===== config.mk =====
export PLATFORM = sky130hd
export DESIGN_NAME = uart_target_packer
export DESIGN_NICKNAME = d
export VERILOG_FILES = /design/src/rtl/uart_pkg.sv /design/src/rtl/uart_byte_handshake.sv /design/src/rtl/uart_target_packer.sv
export SDC_FILE = /design/constraint.sdc
export NUM_CORES = 1
export LEC_CHECK = 0
export ABC_AREA = 1
export CAP_MARGIN = 25
export CORE_AREA = 8 8 131 133
export DETAILED_ROUTE_END_ITERATION = 16
export DIE_AREA = 0 0 139 141
export GPL_TIMING_DRIVEN = 0
export PLACE_DENSITY = 0.59
export SYNTH_ARGS = -nofsm -noshare
export SYNTH_HDL_FRONTEND = slang
export SYNTH_HIERARCHICAL = 1
export SYNTH_SLANG_ARGS = --single-unit

===== constraint.sdc =====
create_clock -name clk -period 3.2 [get_ports clk]
set_input_delay 0.32 -clock clk [delete_from_list [all_inputs] [get_ports clk]]
set_output_delay 0.32 -clock clk [all_outputs]
set_load 0.01 [all_outputs]

===== src/rtl/uart_pkg.sv =====
// Shared types and constants for the target-report UART frame builder.
// Frame length depends on UART_PACK_CHKSUM_EN (16 bytes with checksum, 15 without).
package uart_pkg;

  typedef enum logic [1:0] {
    ST_IDLE   = 2'd0,
    ST_SEND   = 2'd1,
    ST_WAIT_H = 2'd2,
    ST_WAIT_L = 2'd3
  } hs_state_t;

  // 43-bit target word layout
  localparam int POS_W     = 43;
  localparam int VALID_BIT = 42;
  localparam int X_MSB     = 41;
  localparam int X_LSB     = 31;
  localparam int Y_MSB     = 30;
  localparam int Y_LSB     = 20;
  localparam int W_MSB     = 19;
  localparam int W_LSB     = 10;
  localparam int H_MSB     = 9;
  localparam int H_LSB     = 0;

  localparam int FRAME_LEN_NOCHK = 15;
`ifdef UART_PACK_CHKSUM_EN
  localparam int FRAME_LEN = FRAME_LEN_NOCHK + 1;
`else
  localparam int FRAME_LEN = FRAME_LEN_NOCHK;
`endif
  localparam logic [3:0] LAST_IDX = 4'(FRAME_LEN - 1);

  localparam logic [7:0] DEF_HDR0 = 8'hA5;
  localparam logic [7:0] DEF_HDR1 = 8'h5A;

  // Zero-extend a target word to six bytes, fields kept in their wire order.
  function automatic logic [47:0] pos_ext(input logic [POS_W-1:0] p);
    return {5'b0, p[VALID_BIT], p[X_MSB:X_LSB], p[Y_MSB:Y_LSB],
            p[W_MSB:W_LSB], p[H_MSB:H_LSB]};
  endfunction

endpackage


===== src/rtl/uart_byte_handshake.sv =====
// Per-byte pulse-and-wait engine towards uart_tx: issue one pulse, wait for
// busy to rise (or BUSY_TO cycles), then wait for busy to fall.
module uart_byte_handshake
  import uart_pkg::*;
#(
  parameter int BUSY_TO = 8
) (
  input  logic clk,
  input  logic reset,
  input  logic start,
  input  logic last,
  input  logic tx_busy,
  output logic tx_pluse,
  output logic issue,
  output logic byte_done,
  output logic frame_done,
  output logic active
);

  localparam int TW = $clog2(BUSY_TO + 1);
  localparam logic [TW-1:0] TO_LAST = TW'(BUSY_TO - 1);

  hs_state_t state, state_nxt;
  logic [TW-1:0] timer;

  always_comb begin
    state_nxt = state;
    issue     = 1'b0;
    byte_done = 1'b0;
    case (state)
      ST_IDLE:   if (start) state_nxt = ST_SEND;
      ST_SEND:   if (!tx_busy) begin
                   issue     = 1'b1;
                   state_nxt = ST_WAIT_H;
                 end
      ST_WAIT_H: if (tx_busy || timer == TO_LAST) state_nxt = ST_WAIT_L;
      ST_WAIT_L: if (!tx_busy) begin
                   byte_done = 1'b1;
                   state_nxt = last ? ST_IDLE : ST_SEND;
                 end
      default:   state_nxt = ST_IDLE;
    endcase
  end

  assign frame_done = byte_done && last;
  assign active     = (state != ST_IDLE);

  // Timer counts WAIT_H cycles since the pulse; WAIT_H exits before it can wrap.
  always_ff @(posedge clk or negedge reset) begin
    if (!reset) begin
      state    <= ST_IDLE;
      tx_pluse <= 1'b0;
      timer    <= '0;
    end else begin
      state    <= state_nxt;
      tx_pluse <= issue;
      if (issue)
        timer <= '0;
      else if (state == ST_WAIT_H)
        timer <= timer + TW'(1);
    end
  end

endmodule


===== src/rtl/uart_target_packer.sv =====
// Snapshots two target words on frame sync and streams them to uart_tx as one
// framed packet; checksum byte is appended when UART_PACK_CHKSUM_EN is defined.
module uart_target_packer
  import uart_pkg::*;
#(
  parameter logic [7:0] HDR0    = DEF_HDR0,
  parameter logic [7:0] HDR1    = DEF_HDR1,
  parameter int         BUSY_TO = 8
) (
  input  logic             clk,
  input  logic             reset,
  input  logic [1:0]       r_vsync_i,
  input  logic [POS_W-1:0] target_pos_out1,
  input  logic [POS_W-1:0] target_pos_out2,
  input  logic             tx_busy,
  output logic [7:0]       tx_data,
  output logic             tx_pluse,
  output logic             frame_busy,
  output logic [7:0]       drop_cnt
);

  logic             trigger, start, active, issue, byte_done, frame_done, last;
  logic [POS_W-1:0] snap1, snap2;
  logic [3:0]       byte_idx;
  logic [7:0]       seq;
  logic [47:0]      ext1, ext2;
  logic [7:0]       frame_bytes [16];

  assign trigger    = (r_vsync_i == 2'b01);
  assign start      = trigger && !active;
  assign last       = (byte_idx == LAST_IDX);
  assign ext1       = pos_ext(snap1);
  assign ext2       = pos_ext(snap2);
  assign frame_busy = active;

  uart_byte_handshake #(
    .BUSY_TO (BUSY_TO)
  ) u_hs (
    .clk        (clk),
    .reset      (reset),
    .start      (start),
    .last       (last),
    .tx_busy    (tx_busy),
    .tx_pluse   (tx_pluse),
    .issue      (issue),
    .byte_done  (byte_done),
    .frame_done (frame_done),
    .active     (active)
  );

`ifdef UART_PACK_CHKSUM_EN
  logic [7:0] chk;
  always_comb begin
    chk = seq;
    for (int k = 0; k < 6; k++)
      chk = chk + ext1[8*k +: 8] + ext2[8*k +: 8];
  end
`endif

  always_comb begin
    frame_bytes[0] = HDR0;
    frame_bytes[1] = HDR1;
    frame_bytes[2] = seq;
    for (int k = 0; k < 6; k++) begin
      frame_bytes[3+k] = ext1[8*(5-k) +: 8];
      frame_bytes[9+k] = ext2[8*(5-k) +: 8];
    end
`ifdef UART_PACK_CHKSUM_EN
    frame_bytes[15] = chk;
`else
    frame_bytes[15] = 8'h00;
`endif
  end

  always_ff @(posedge clk or negedge reset) begin
    if (!reset) begin
      snap1    <= '0;
      snap2    <= '0;
      byte_idx <= '0;
      seq      <= '0;
      drop_cnt <= '0;
      tx_data  <= '0;
    end else begin
      if (start) begin
        snap1    <= target_pos_out1;
        snap2    <= target_pos_out2;
        byte_idx <= '0;
      end else if (byte_done) begin
        byte_idx <= last ? 4'd0 : byte_idx + 4'd1;
      end
      if (frame_done)
        seq <= seq + 8'd1;
      // A trigger while any frame state is active (including its final cycle) is dropped.
      if (trigger && active && drop_cnt != 8'hFF)
        drop_cnt <= drop_cnt + 8'd1;
      if (issue)
        tx_data <= frame_bytes[byte_idx];
    end
  end

endmodule


* After elaboration in Yosys (flattened, before gate mapping)
Index checks and enable logic that the tools add are counted.
** Word-level totals
- Bits in registers :: 121
- Bits in latches :: 0
- Memory bits (writable) :: 0
- ROM bits :: 0
- Output and inout bits :: 18
- Word-level logic and storage cells :: 54
- Memories kept :: 0
** Operators by class
- Add/sub/neg operators :: 4
- Multiply operators :: 0
- Divide/modulo/power cells :: 0
- $lt $le $gt $ge :: 1
- Equal/unequal tests :: 11
- Shift-type cells :: 0
- Mux-type cells :: 17
- Bitwise logic cells :: 1
- Reduce and logical (&&, ||, !) cells :: 11
** Operators with widths (number)
- 8-bit binary-select mux with 4-bit select :: 1
- 4-bit two-way mux :: 5
- 8-bit by 1-bit adder with 8-bit output (second input constant) :: 2
- 8-bit two-way mux :: 2
- 4-bit by 1-bit adder with 4-bit output (second input constant) :: 2
- 2-bit two-way mux :: 4
- 8-bit inequality test (second input constant) :: 1
- 2-bit case mux with 4 select lines :: 1
- 2-bit inequality test (second input constant) :: 3
- 2-bit nonzero test :: 3
- 5-bit greater-or-equal comparator (second input constant) :: 1
- 4-bit inverter with 5-bit output :: 1
- 2-bit by 1-bit equality test with 1-bit output (second input constant) :: 2
- 2-bit equality test (second input constant) :: 2
- 4-bit by 3-bit equality test with 1-bit output (second input constant) :: 1
- 4-bit equality test (second input constant) :: 1
- 1-bit logical AND :: 4
- 1-bit two-way mux :: 4
- 4-bit AND reduction :: 1
- 2-bit logical NOT :: 1
- 2-bit by 1-bit inequality test with 1-bit output (second input constant) :: 1
- 1-bit logical NOT :: 1
- 1-bit logical OR :: 1

* Longest topological paths before layout
Gate-level depths: netlist of the first run.
- Depth in word-level cells :: 5
- Depth in mapped cells :: 12

* By module
Netlist of the first run, hierarchy kept.
** Modules (own cells, without submodules)
- uart_target_packer :: times used 1, cells each 727, area each 5417.7 µm², sequential area each 2852.7 µm²
- uart_byte_handshake :: times used 1, cells each 59, area each 451.7 µm², sequential area each 175.2 µm²

* Worst setup path after synthesis of the first run
OpenSTA, ideal clock, no wires.
- Path kind :: register to register
- Start point :: reg byte_idx[0]
- End point :: reg seq[7]
- Library setup time :: 0.123 ns
- Data arrival time :: 1.809 ns
- Data required time :: 3.077 ns
- Setup slack :: 1.268 ns
- Stages on the path, launching flop included :: 10
- Path through :: dfrtp_1 > inv_2 > nand2_1 > nor2_1 > inv_1 > nor3_1 > nand4_1 > nor2_1 > nand3_1 > xor2_1
** Between the ends
- Word-level cells in the longest chain between the ends :: 2
** RTL lines
- start: declaration :: line uart_target_packer.sv:24 : logic [3:0] byte_idx;
- start signal: assignment :: line uart_target_packer.sv:89 : byte_idx <= last ? 4'd0 : byte_idx + 4'd1;
- 4-bit equality test :: line uart_target_packer.sv:31 : assign last = (byte_idx == LAST_IDX);
- net last :: line uart_target_packer.sv:22 : logic trigger, start, active, issue, byte_done, frame_done, last;
- 1-bit logical AND :: line uart_byte_handshake.sv:45 : assign frame_done = byte_done && last;
- net frame_done :: line uart_target_packer.sv:22
- end signal: assignment :: line uart_target_packer.sv:92 : seq <= seq + 8'd1;
- end: declaration :: line uart_target_packer.sv:25 : logic [7:0] seq;
The timed path passes the listed nets, and every way through them passes these cells.
A chain may end at the register's enable or synchronous reset.

* Worst setup path in the final report of the first run
- Start point :: reg u_hs.state[0]
- End point :: reg u_hs.state[1]
** Between the ends
- Word-level cells in the longest chain between the ends :: 5
- Elaborated cells between the ends (all ways) :: 13
** RTL lines
- start: declaration :: line uart_byte_handshake.sv:23 : hs_state_t state, state_nxt;
- start signal: assignment :: line uart_byte_handshake.sv:55 : state <= state_nxt;
- 2-bit nonzero test :: line uart_byte_handshake.sv:46 : assign active = (state != ST_IDLE);
- 1-bit logical NOT :: line uart_target_packer.sv:30 : assign start = trigger && !active;
- 1-bit logical AND :: line uart_target_packer.sv:30
- net start :: line uart_target_packer.sv:22
- 2-bit inequality test (no source line)
- 4-bit AND reduction (no source line)
The timed path passes the listed nets, and every way through them passes these cells.

==> out/qor_table.md, run 1 <==
| Metric | Reported | Unit |
|:---|:---|:---|
| Max VDD drop | 461 | uV |
| Effective utilization at floorplan | 0.392 | - |
| Number of nets with antenna violations after routing | 0 | - |
| Met3 routed wirelength | 803 | um |
| Ratio of cells with drive above 1 in the final layout | 0.0603 | - |
| Clock root cell | clkbuf_16 | - |
| CP Class | register to register | - |
| Most frequent cells after synthesis | nand2_1 (396), dfrtp_1 (121), nor2_1 (66) | - |
| Core region area | 0.0150 | sq mm |
| CTS tree | built | - |
| Dominant combinational cell family by area after synthesis | simple AND/OR/NAND/NOR gates | - |
| Vias in the first global route | 5287 | - |
| Drt initial violations | 281 | - |
| Remaining design rule violation count | 0 | - |
| Floorplan die area | 0.0196 | sq mm |
| Iteration count of the initial detailed-routing pass | 5 | - |
| Dominant cells by area after synthesis | dfrtp_1 (52%), nand2_1 (25%), nand3_1 (4.7%) | - |
| Worst Path Arrival | 2.70 | ns |
| Area fraction in compound gates after synthesis | 0.0309 | - |
| Overflow left after global routing | 0 | - |
| Leading register cell type out of synthesis | dfrtp_1 | - |
| Portion of the post-synthesis area used by sequential elements | 0.516 | - |
| Worst Max-Slew Pin Slew | 0.623 | ns |
| Clock sink total | 121 | - |
| Final Util | 0.521 | - |
| Total inserted antenna cells | 0 | - |
| Basic-gate share of the synthesized area counting and, or, nand and nor cells | 0.360 | - |
| Number of setup buffers added after CTS | 0 | - |
| Total power consumption of the routed design | 7.10 | mW |
| Count of input and output buffers | 108 | - |
| Power per unit of standard cell area | 909 | mW/mm^2 |
| Global-route wire length before repair | 27.0 | mm |
| Top achievable clock speed | 419 | MHz |
| Xor/xnor cell area share of the yosys netlist | 0.0194 | - |
| Crit path setup slack, layout | 0.811 | ns |
| Area leader, netlist | dfrtp_1 | - |
| Net load switching power | 2.66 | mW |
| Max Fanout on Critical Path | 10 | - |
| Post-synthesis cell type count | 26 | - |
| Final Wtd Congestion | 0.886 | - |
| Portion of netlist area occupied by mux cells | 0 | - |
| Drt via density | 4.71 | - |
| Vert. Die Dim | 141 | um |
| Maximum root-to-sink buffer count | 2 | - |
| Drt total wl | 16.6 | mm |
| Critical Path Sink Type | register | - |
| Number of storage elements in the synthesis netlist | 121 | - |
| Data required time at the worst endpoint | 3.51 | ns |
| Io pins | 109 | - |
| Portion of the clock cycle consumed by the worst path in the final layout | 0.747 | - |
| CTS HTree Levels | 4 | - |
| Number of instances in the synthesized netlist | 786 | - |
| Adder-cell area share of the yosys netlist | 0.0171 | - |
| Top layer in use | met4 | - |
| Async set or reset register ratio after synthesis | 1.00 | - |
| Die Wd | 139 | um |
| Pre-CTS setup slack | 0.815 | ns |
| Status | finished, final reports clean | - |
| Num CTS Buffers | 17 | - |
| Worst max-slew margin expressed relative to the limit | 0.582 | - |
| Largest net degree at the start of global routing | 64 | - |
| Setup repair after global routing missed its margin | no | - |
| Per-instance average area after synthesis | 7.47 | sq um |
| Reg clk slew, reported paths | 0.05 | ns |
| Register share of total power | 0.368 | - |
| Nature of the critical path startpoint | register | - |
| Final period demand of the worst path | 2.39 | ns |
| Max-slew violation count | 0 | - |
| Number of setup violations in the final report | 0 | - |
| Drt wl/cell | 14.9 | um |
| Post_cts resized | 0 | - |
| Clock latency reported for the late side of the worst-skew pair | 0.42 | ns |
| Worst min path class | primary input to asynchronous set/reset pin | - |
| Hold Buf Count CTS | 1 | - |
| Synthesis-to-finish area growth | 33.0 | % |
| Number of synthesized flops with an enable pin | 0 | - |
| Leading cell type by number of instances after synthesis | nand2_1 | - |
| Fraction of synthesized cell area taken by the top area cell type | 0.516 | - |
| HPWL after detailed placement | 12.4 | mm |
| Post-synthesis net count | 885 | - |
| Metal-1 WL | 8.07 | mm |
| Post-synthesis instance area | 0.00587 | sq mm |
| GR Util All Layers | 0.176 | - |
| Number of rows created at floorplan | 45 | - |
| Met2 routed WL | 7.38 | mm |
| Fraction of power consumed by combinational cells | 0.362 | - |
| Leak | 3.94 | nW |
| Ys Warns | 6 | - |
| Fin. Hold Viols | 0 | - |
| Reported max-cap violation count | 0 | - |
| Total internal power | 4.43 | mW |
| Power share of the clock group | 0.269 | - |
| Number of nets at the end of the flow | 1014 | - |
| Via Count | 5258 | - |
| Net switching share of the total power | 0.375 | - |
| Post-route clock skew | 0.00887 | ns |
| Number of antenna violations at the first check in global routing | 0 | - |
kinds of logic after synthesis:
group / count (synthesis)
simple gates: 532
flops: 121
fa+ha+maj: 8
buf+inv: 76
compound gates: 36
xor+xnor: 13
stage by stage:
stage	setup TNS (ns)	hold WS [ns]	std cells	area (sq um)
after floorplan	0	0.0244	786	5870
after global placement	-382.09	0.462	1082	7190
after detailed placement	0	0.333	1083	7210
after CTS	0	0.413	1116	7800
after global routing	0	0.413	1116	7800
final	0	0.427	1116	7800
sequential cells by signal, summed over array words and instances, names as in the netlist:
register,count
u_hs/timer,4
u_hs/tx_pluse,1
byte_idx,4
snap1,43
tx_data,8
snap2,43
drop_cnt,8
seq,8
u_hs/state,2
power groups by stage:
stage | clock [mW] | sequential, mW | combinational (mW)
floorplan | 0 | 2.54 | 1.66
global placement | 0 | 2.63 | 2.54
detailed placement | 0 | 2.62 | 2.58
CTS | 1.94 | 2.61 | 2.59
global route | 2.01 | 2.69 | 2.91
finish | 1.91 | 2.61 | 2.57
final timing paths:
check	startpoint	to	slack [ns]	depth (start not counted)
worst min-delay path	reset	u_hs/timer[3]	0.43	2
min in group clk	target_pos_out1[26]	snap1[26]	0.43	3
max in group asynchronous	reset	snap2[1]	2.06	3
worst min register to register	snap2[41]	snap2[41]	0.48	2
worst max-delay path	u_hs/state[0]	u_hs/state[1]	0.81	11
worst max register to register	u_hs/state[0]	u_hs/state[1]	0.81	11
cell type report:
cell class | count | area (sq um)
Multi-Input combinational cell | 589 | 2510
Clock buffer | 23 | 458
Timing Repair Buffer | 110 | 1120
Sequential cell | 121 | 3030
Inverter | 44 | 165
Buffer | 32 | 166
Tap cell | 188 | 235
Fill cell | 1481 | 7170
Clock inverter | 9 | 123
metal layers:
metal / track usage / vias to the layer above
met4: 0.0763 / 0
met3: 0.0510 / 22
met1: 0.228 / 2417
met2: 0.270 / 131
met5: 0 / -
li1: - / 2688
cell usage in the layout (no fill, tap or decap), types with 4 or more instances in the layout:
master / count
nor2_1: 66
nand3_1: 55
nor3_1: 4
a21oi_1: 5
inv_1: 39
clkbuf_16: 17
ha_1: 8
dfrtp_1: 121
nand2_1: 396
clkbuf_1: 18
clkdlybuf4s50_1: 107
xnor2_1: 4
o21ai_1: 4
xor2_1: 9
buf_2: 10
o21ai_0: 26
clkinv_2: 5
buf_4: 5
worst max-delay path, cell delays in order, from the launching register on:
cell and delay [ns]:
dfrtp_1 0.45, inv_1 0.13, ha_1 0.21, inv_1 0.10, inv_1 0.06, nand2_1 0.32
clkinv_1 0.25, clkbuf_1 0.31, nor2_1 0.26, nor2_4 0.06, nand3_1 0.08, nand2_1 0.05
No activity file was read; power rests on OpenSTA's default activity.
==> run 2: changes to the inputs <==
PLACE_DENSITY = 0.61   (was 0.59)
clock period = 2.05 ns   (was 3.2 ns; I/O delays follow)
==> out/qor_table.md, run 2 (synthesized netlist as in run 1, its figures left out) <==
| Metric | Reported | Unit |
|:---|:---|:---|
| Status | finished, final reports clean | - |
| Vert. Die Dim | 141 | um |
| Worst Path Arrival | 1.73 | ns |
| Placed inst area | 0.00721 | sq mm |
| Worst max-slew margin expressed relative to the limit | 0.620 | - |
| Max Fanout on Critical Path | 4 | - |
| Top achievable clock speed | 517 | MHz |
| Largest registers | snap1 x43, snap2 x43 | - |
| Worst reg2reg path endpoint | seq[7] | - |
| Worst reg2reg startpoint | byte_idx[1] | - |
| Reg clk slew, reported paths | 0.06 | ns |
| Worst Max-Slew Pin Slew | 0.570 | ns |
| Final Util | 0.529 | - |
| Leak | 4.03 | nW |
| Clock root cell | clkbuf_16 | - |
| Count of input and output buffers | 108 | - |
| Endpoint of the worst hold path | snap1[12] | - |
| Fraction of power consumed by combinational cells | 0.369 | - |
| Final period demand of the worst path | 1.93 | ns |
| Core region area | 0.0150 | sq mm |
| Die Wd | 139 | um |
| Number of stages on the worst hold path | 3 | - |
| Remaining design rule violation count | 0 | - |
| Worst min path class | primary input to register | - |
| HPWL after detailed placement | 12.1 | mm |
| Reported max-cap violation count | 0 | - |
| Effective utilization at floorplan | 0.392 | - |
| Crit path setup slack, layout | 0.117 | ns |
| Register share of total power | 0.361 | - |
| Final Wtd Congestion | 0.853 | - |
| Clock sink total | 121 | - |
| Drt wl/cell | 14.8 | um |
| Total inserted antenna cells | 0 | - |
| Hold Path Origin | target_pos_out1[12] | - |
| Post-route clock skew | 0.0115 | ns |
| Largest net degree at the start of global routing | 64 | - |
| Via Count | 5259 | - |
| Number of antenna violations at the first check in global routing | 0 | - |
| Total internal power | 7.06 | mW |
| Portion of the clock cycle consumed by the worst path in the final layout | 0.943 | - |
| Overflow left after global routing | 0 | - |
| Drt initial violations | 292 | - |
| Drt via density | 4.68 | - |
| Floorplan die area | 0.0196 | sq mm |
| Clock latency reported for the late side of the worst-skew pair | 0.42 | ns |
| Pre-CTS setup slack | -0.273 | ns |
| Nature of the critical path startpoint | register | - |
| Number of rows created at floorplan | 45 | - |
| Ratio of cells with drive above 1 in the final layout | 0.0834 | - |
| Maximum root-to-sink buffer count | 2 | - |
| Number of nets at the end of the flow | 1023 | - |
| CTS tree | built | - |
| Drt total wl | 16.6 | mm |
| Most common library cell in the layout ignoring fill and taps | nand2_1 | - |
| CTS HTree Levels | 4 | - |
| Net load switching power | 4.18 | mW |
| Power share of the clock group | 0.270 | - |
| Number of setup violations in the final report | 0 | - |
| Data required time at the worst endpoint | 1.85 | ns |
| Io pins | 109 | - |
| Register-to-Register Setup Slack | 0.16 | ns |
| Synthesis-to-finish area growth | 35.0 | % |
| Critical Path Sink Type | primary output | - |
| CP Class | register to primary output | - |
| Fin. Hold Viols | 0 | - |
| Num CTS Buffers | 17 | - |
| Iteration count of the initial detailed-routing pass | 5 | - |
| Max VDD drop | 701 | uV |
| Max-slew violation count | 0 | - |
| Final std cell area, no fill | 0.00792 | sq mm |
| Number of nets with antenna violations after routing | 0 | - |
| Top library cells by usage in the layout, fill and taps aside | nand2_1 (394), dfrtp_1 (121), clkdlybuf4s50_1 (107) | - |
| Vias in the first global route | 5261 | - |
| Net switching share of the total power | 0.372 | - |
| Global-route wire length before repair | 26.8 | mm |
| GR Util All Layers | 0.175 | - |
| R2R depth | 8 | - |
| Power per unit of standard cell area | 1420 | mW/mm^2 |
-- run 2: how the worst max path moves through the flow --
stage | cells after the start | end | slack, ns | start
finish | 4 | frame_busy | 0.12 | u_hs/state[0]
detailed placement | 11 | u_hs/state[1] | -0.27 | u_hs/state[0]
global route | 9 | snap1[40] | -0.004 | u_hs/state[0]
floorplan | 9 | seq[7] | 0.12 | byte_idx[0]
global placement | 1 | snap2[30] | -4.15 | reset
CTS | 4 | frame_busy | 0.05 | u_hs/state[1]
-- run 2: worst max-delay path, cell delays in order, from the launching register on --
cell and delay (ns):
dfrtp_1 0.35, inv_1 0.09, ha_1 0.20, inv_1 0.11
clkdlybuf4s50_1 0.56
-- run 2: routing by layer --
layer,GRT usage,vias to the layer above,part of all wire
met4,0.0543,0,0.013
met3,0.0459,14,0.044
met1,0.225,2426,0.47
met2,0.281,123,0.47
li1,-,2696,-
met5,0,-,0
-- run 2: stage by stage --
step	TNS [ns]	total power, mW	std cells	hold slack, ns
final	0	11.2	1123	0.315
after global routing	-0.00395	12.1	1123	0.312
after CTS	0	11.2	1116	0.304
after detailed placement	-11.15	8.09	1083	0.222
after global placement	-511.61	8.04	1082	0.461
after floorplan	0	6.56	786	-0.0906
-- run 2: power by group through the flow --
stage / registers, mW / logic, mW / clock network, mW
final: 4.06 / 4.15 / 3.03
after global routing: 4.18 / 4.68 / 3.20
after CTS: 4.07 / 4.09 / 3.09
after detailed placement: 4.09 / 3.99 / 0
after global placement: 4.10 / 3.94 / 0
after floorplan: 3.97 / 2.59 / 0
-- run 2: final cells by class --
| class | instances | area [sq um] |
|---|---|---|
| fill | 1505 | 7050 |
| sequential | 121 | 3030 |
| multi-input combinational | 589 | 2540 |
| timing repair buffer | 119 | 1190 |
| clock buffer | 21 | 470 |
| tap | 188 | 235 |
| buffer | 32 | 179 |
| inverter | 44 | 165 |
| clock inverter | 9 | 123 |
-- run 2: repair_timing --
item / in CTS / in global routing
cloned: 0 / 0
gates resized for setup: 10 / 6
hold endpoints to repair: 58 / 0
hold buffers: 1 / 0
pin swaps: 0 / 1
setup buffers: 2 / 7
setup endpoints to repair: 91 / 21
==> run 3: changes to the inputs <==
CELL_PAD_IN_SITES_DETAIL_PLACEMENT = 2   (was not set)
CELL_PAD_IN_SITES_GLOBAL_PLACEMENT = 2   (was not set)
CORE_AREA = 8 8 157 159   (was 8 8 131 133)
DIE_AREA = 0 0 165 167   (was 0 0 139 141)
PLACE_DENSITY = not set   (was 0.61)
PLACE_DENSITY_LB_ADDON = 0.1   (was not set)
==> out/qor_table.md, run 3 (synthesized netlist as in run 1, its figures left out) <==
| Metric | Reported | Unit |
|:---|:---|:---|
| Status | finished, final reports clean | - |
| Cell type group with the largest total delay on the critical path | simple AND/OR/NAND/NOR gates | - |
| Overflow left after global routing | 0 | - |
| Worst Path Arrival | 2.27 | ns |
| Vert. Die Dim | 167 | um |
| Largest stage delay, worst path | 0.52 | ns |
| Worst min path class | primary input to register | - |
| Final Wtd Congestion | 0.804 | - |
| Worst max-slew margin expressed relative to the limit | 0.574 | - |
| Top library cells by usage in the layout, fill and taps aside | nand2_1 (394), dfrtp_1 (118), clkdlybuf4s50_1 (106) | - |
| Effective utilization at floorplan | 0.264 | - |
| Final period demand of the worst path | 1.92 | ns |
| Number of instances in the placed design | 1180 | - |
| Max Fanout on Critical Path | 10 | - |
| Number of rows created at floorplan | 55 | - |
| Worst Max-Slew Pin Slew | 0.638 | ns |
| Most common library cell in the layout ignoring fill and taps | nand2_1 | - |
| Leak | 4.01 | nW |
| Num CTS Buffers | 17 | - |
| Filler cell count in the final layout | 2563 | - |
| Largest registers | snap1 x43, snap2 x43 | - |
| HPWL after detailed placement | 16.2 | mm |
| Remaining design rule violation count | 0 | - |
| Post-route clock skew | 0.00896 | ns |
| GR Util All Layers | 0.161 | - |
| Data required time at the worst endpoint | 2.40 | ns |
| Final Util | 0.362 | - |
| Count of placed standard cells in the final layout, fillers left out | 1218 | - |
| Count of input and output buffers | 108 | - |
| Number of nets at the end of the flow | 1019 | - |
| Maximum root-to-sink buffer count | 2 | - |
| Total power consumption of the routed design | 11.5 | mW |
| Floorplan die area | 0.0276 | sq mm |
| Core region area | 0.0222 | sq mm |
| Clock latency reported for the late side of the worst-skew pair | 0.42 | ns |
| Number of nets with antenna violations after routing | 0 | - |
| Iteration count of the initial detailed-routing pass | 4 | - |
| Crit path buffers/inverters | 1 | - |
| Largest net degree at the start of global routing | 65 | - |
| Global-route wire length before repair | 34.4 | mm |
| Io pins | 109 | - |
| Fin. Hold Viols | 0 | - |
| Drt total wl | 21.7 | mm |
| Top achievable clock speed | 521 | MHz |
| Nature of the critical path startpoint | register | - |
| Drt initial violations | 166 | - |
| Vias in the first global route | 6364 | - |
| Worst slack on hold paths | 0.322 | ns |
| Total inserted antenna cells | 0 | - |
| Max-slew violation count | 0 | - |
| Max VDD drop | 543 | uV |
| Reg clk slew, reported paths | 0.06 | ns |
| Drt wl/cell | 17.8 | um |
| Number of antenna violations at the first check in global routing | 0 | - |
| Reported max-cap violation count | 0 | - |
| Cell with the biggest individual delay on the critical path | nor2_2 | - |
| Clock sink total | 121 | - |
| Die Wd | 165 | um |
| CP Class | register to register | - |
| Ratio of cells with drive above 1 in the final layout | 0.0890 | - |
| Number of setup violations in the final report | 0 | - |
| Drt via density | 4.52 | - |
| Storage cell area | 0.00303 | sq mm |
| Synthesis-to-finish area growth | 37.3 | % |
| Portion of the clock cycle consumed by the worst path in the final layout | 0.937 | - |
| CTS HTree Levels | 4 | - |
| Area of combinational cells with multiple inputs | 0.00255 | sq mm |
| CTS tree | built | - |
| Cell Chain, Critical Path | nor2_2 -> buf_4 -> nand2_1 -> nand3_1 -> nand2_1 -> nand3_1 -> nor2_1 -> nor2_1 | - |
| Clock root cell | clkbuf_16 | - |
| Via Count | 5504 | - |
| Power per unit of standard cell area | 1430 | mW/mm^2 |
| Critical Path Sink Type | register | - |
-- run 3: repair_timing --
item,in CTS,in global routing
resized for setup,17,20
setup endpoints to repair,103,39
endpoints found under the hold margin,57,0
buffers inserted,1,4
pin swaps,1,0
hold buffers,1,0
cloned,0,0
-- run 3: path summary, 6_finish.rpt --
path | cells past startpoint | endpoint | start | slack (ns)
max | 8 | tx_data[6] | byte_idx[1] | 0.13
min | 3 | snap1[27] | target_pos_out1[27] | 0.32
max reg2reg | 8 | tx_data[6] | byte_idx[1] | 0.13
min reg2reg | 2 | snap2[31] | snap2[31] | 0.48
max in group asynchronous | 3 | snap2[17] | reset | 0.98
min in group asynchronous | 2 | drop_cnt[2] | reset | 0.33
-- run 3: worst register-to-register path: cells and delay by family (launching register included) --
kind | cells | cell delay [ns]
simple gates | 7 | 1.08
flops | 1 | 0.47
buf+inv | 1 | 0.31
-- run 3: routing by layer --
layer	share of wire	global-route usage
met4	0.0089	0.0368
met1	0.46	0.207
met5	0	0
met3	0.045	0.0419
met2	0.49	0.266
-- run 3: area by class of cell --
class | count | area share
sequential | 121 | 0.376
multi-input combinational | 589 | 0.316
timing repair buffer | 115 | 0.146
clock buffer | 21 | 0.0572
tap | 285 | 0.0443
buffer | 32 | 0.0245
inverter | 44 | 0.0210
clock inverter | 11 | 0.0152
-- run 3: metrics by stage --
| step | setup TNS [ns] | cell area (sq um) | setup slack, ns |
|---|---|---|---|
| floorplan | 0 | 5870 | 0.118 |
| finish | 0 | 8060 | 0.129 |
| CTS | 0 | 7980 | 0.00318 |
| global placement | -547.18 | 7310 | -4.36 |
| detailed placement | -29.03 | 7340 | -0.602 |
| global route | -0.0324 | 8060 | -0.0165 |
-- run 3: power breakdown --
group	total, mW	internal (mW)	switching, mW
Combinational	4.42	1.67	2.76
Clock	3.00	1.85	1.15
Sequential	4.10	3.42	0.682
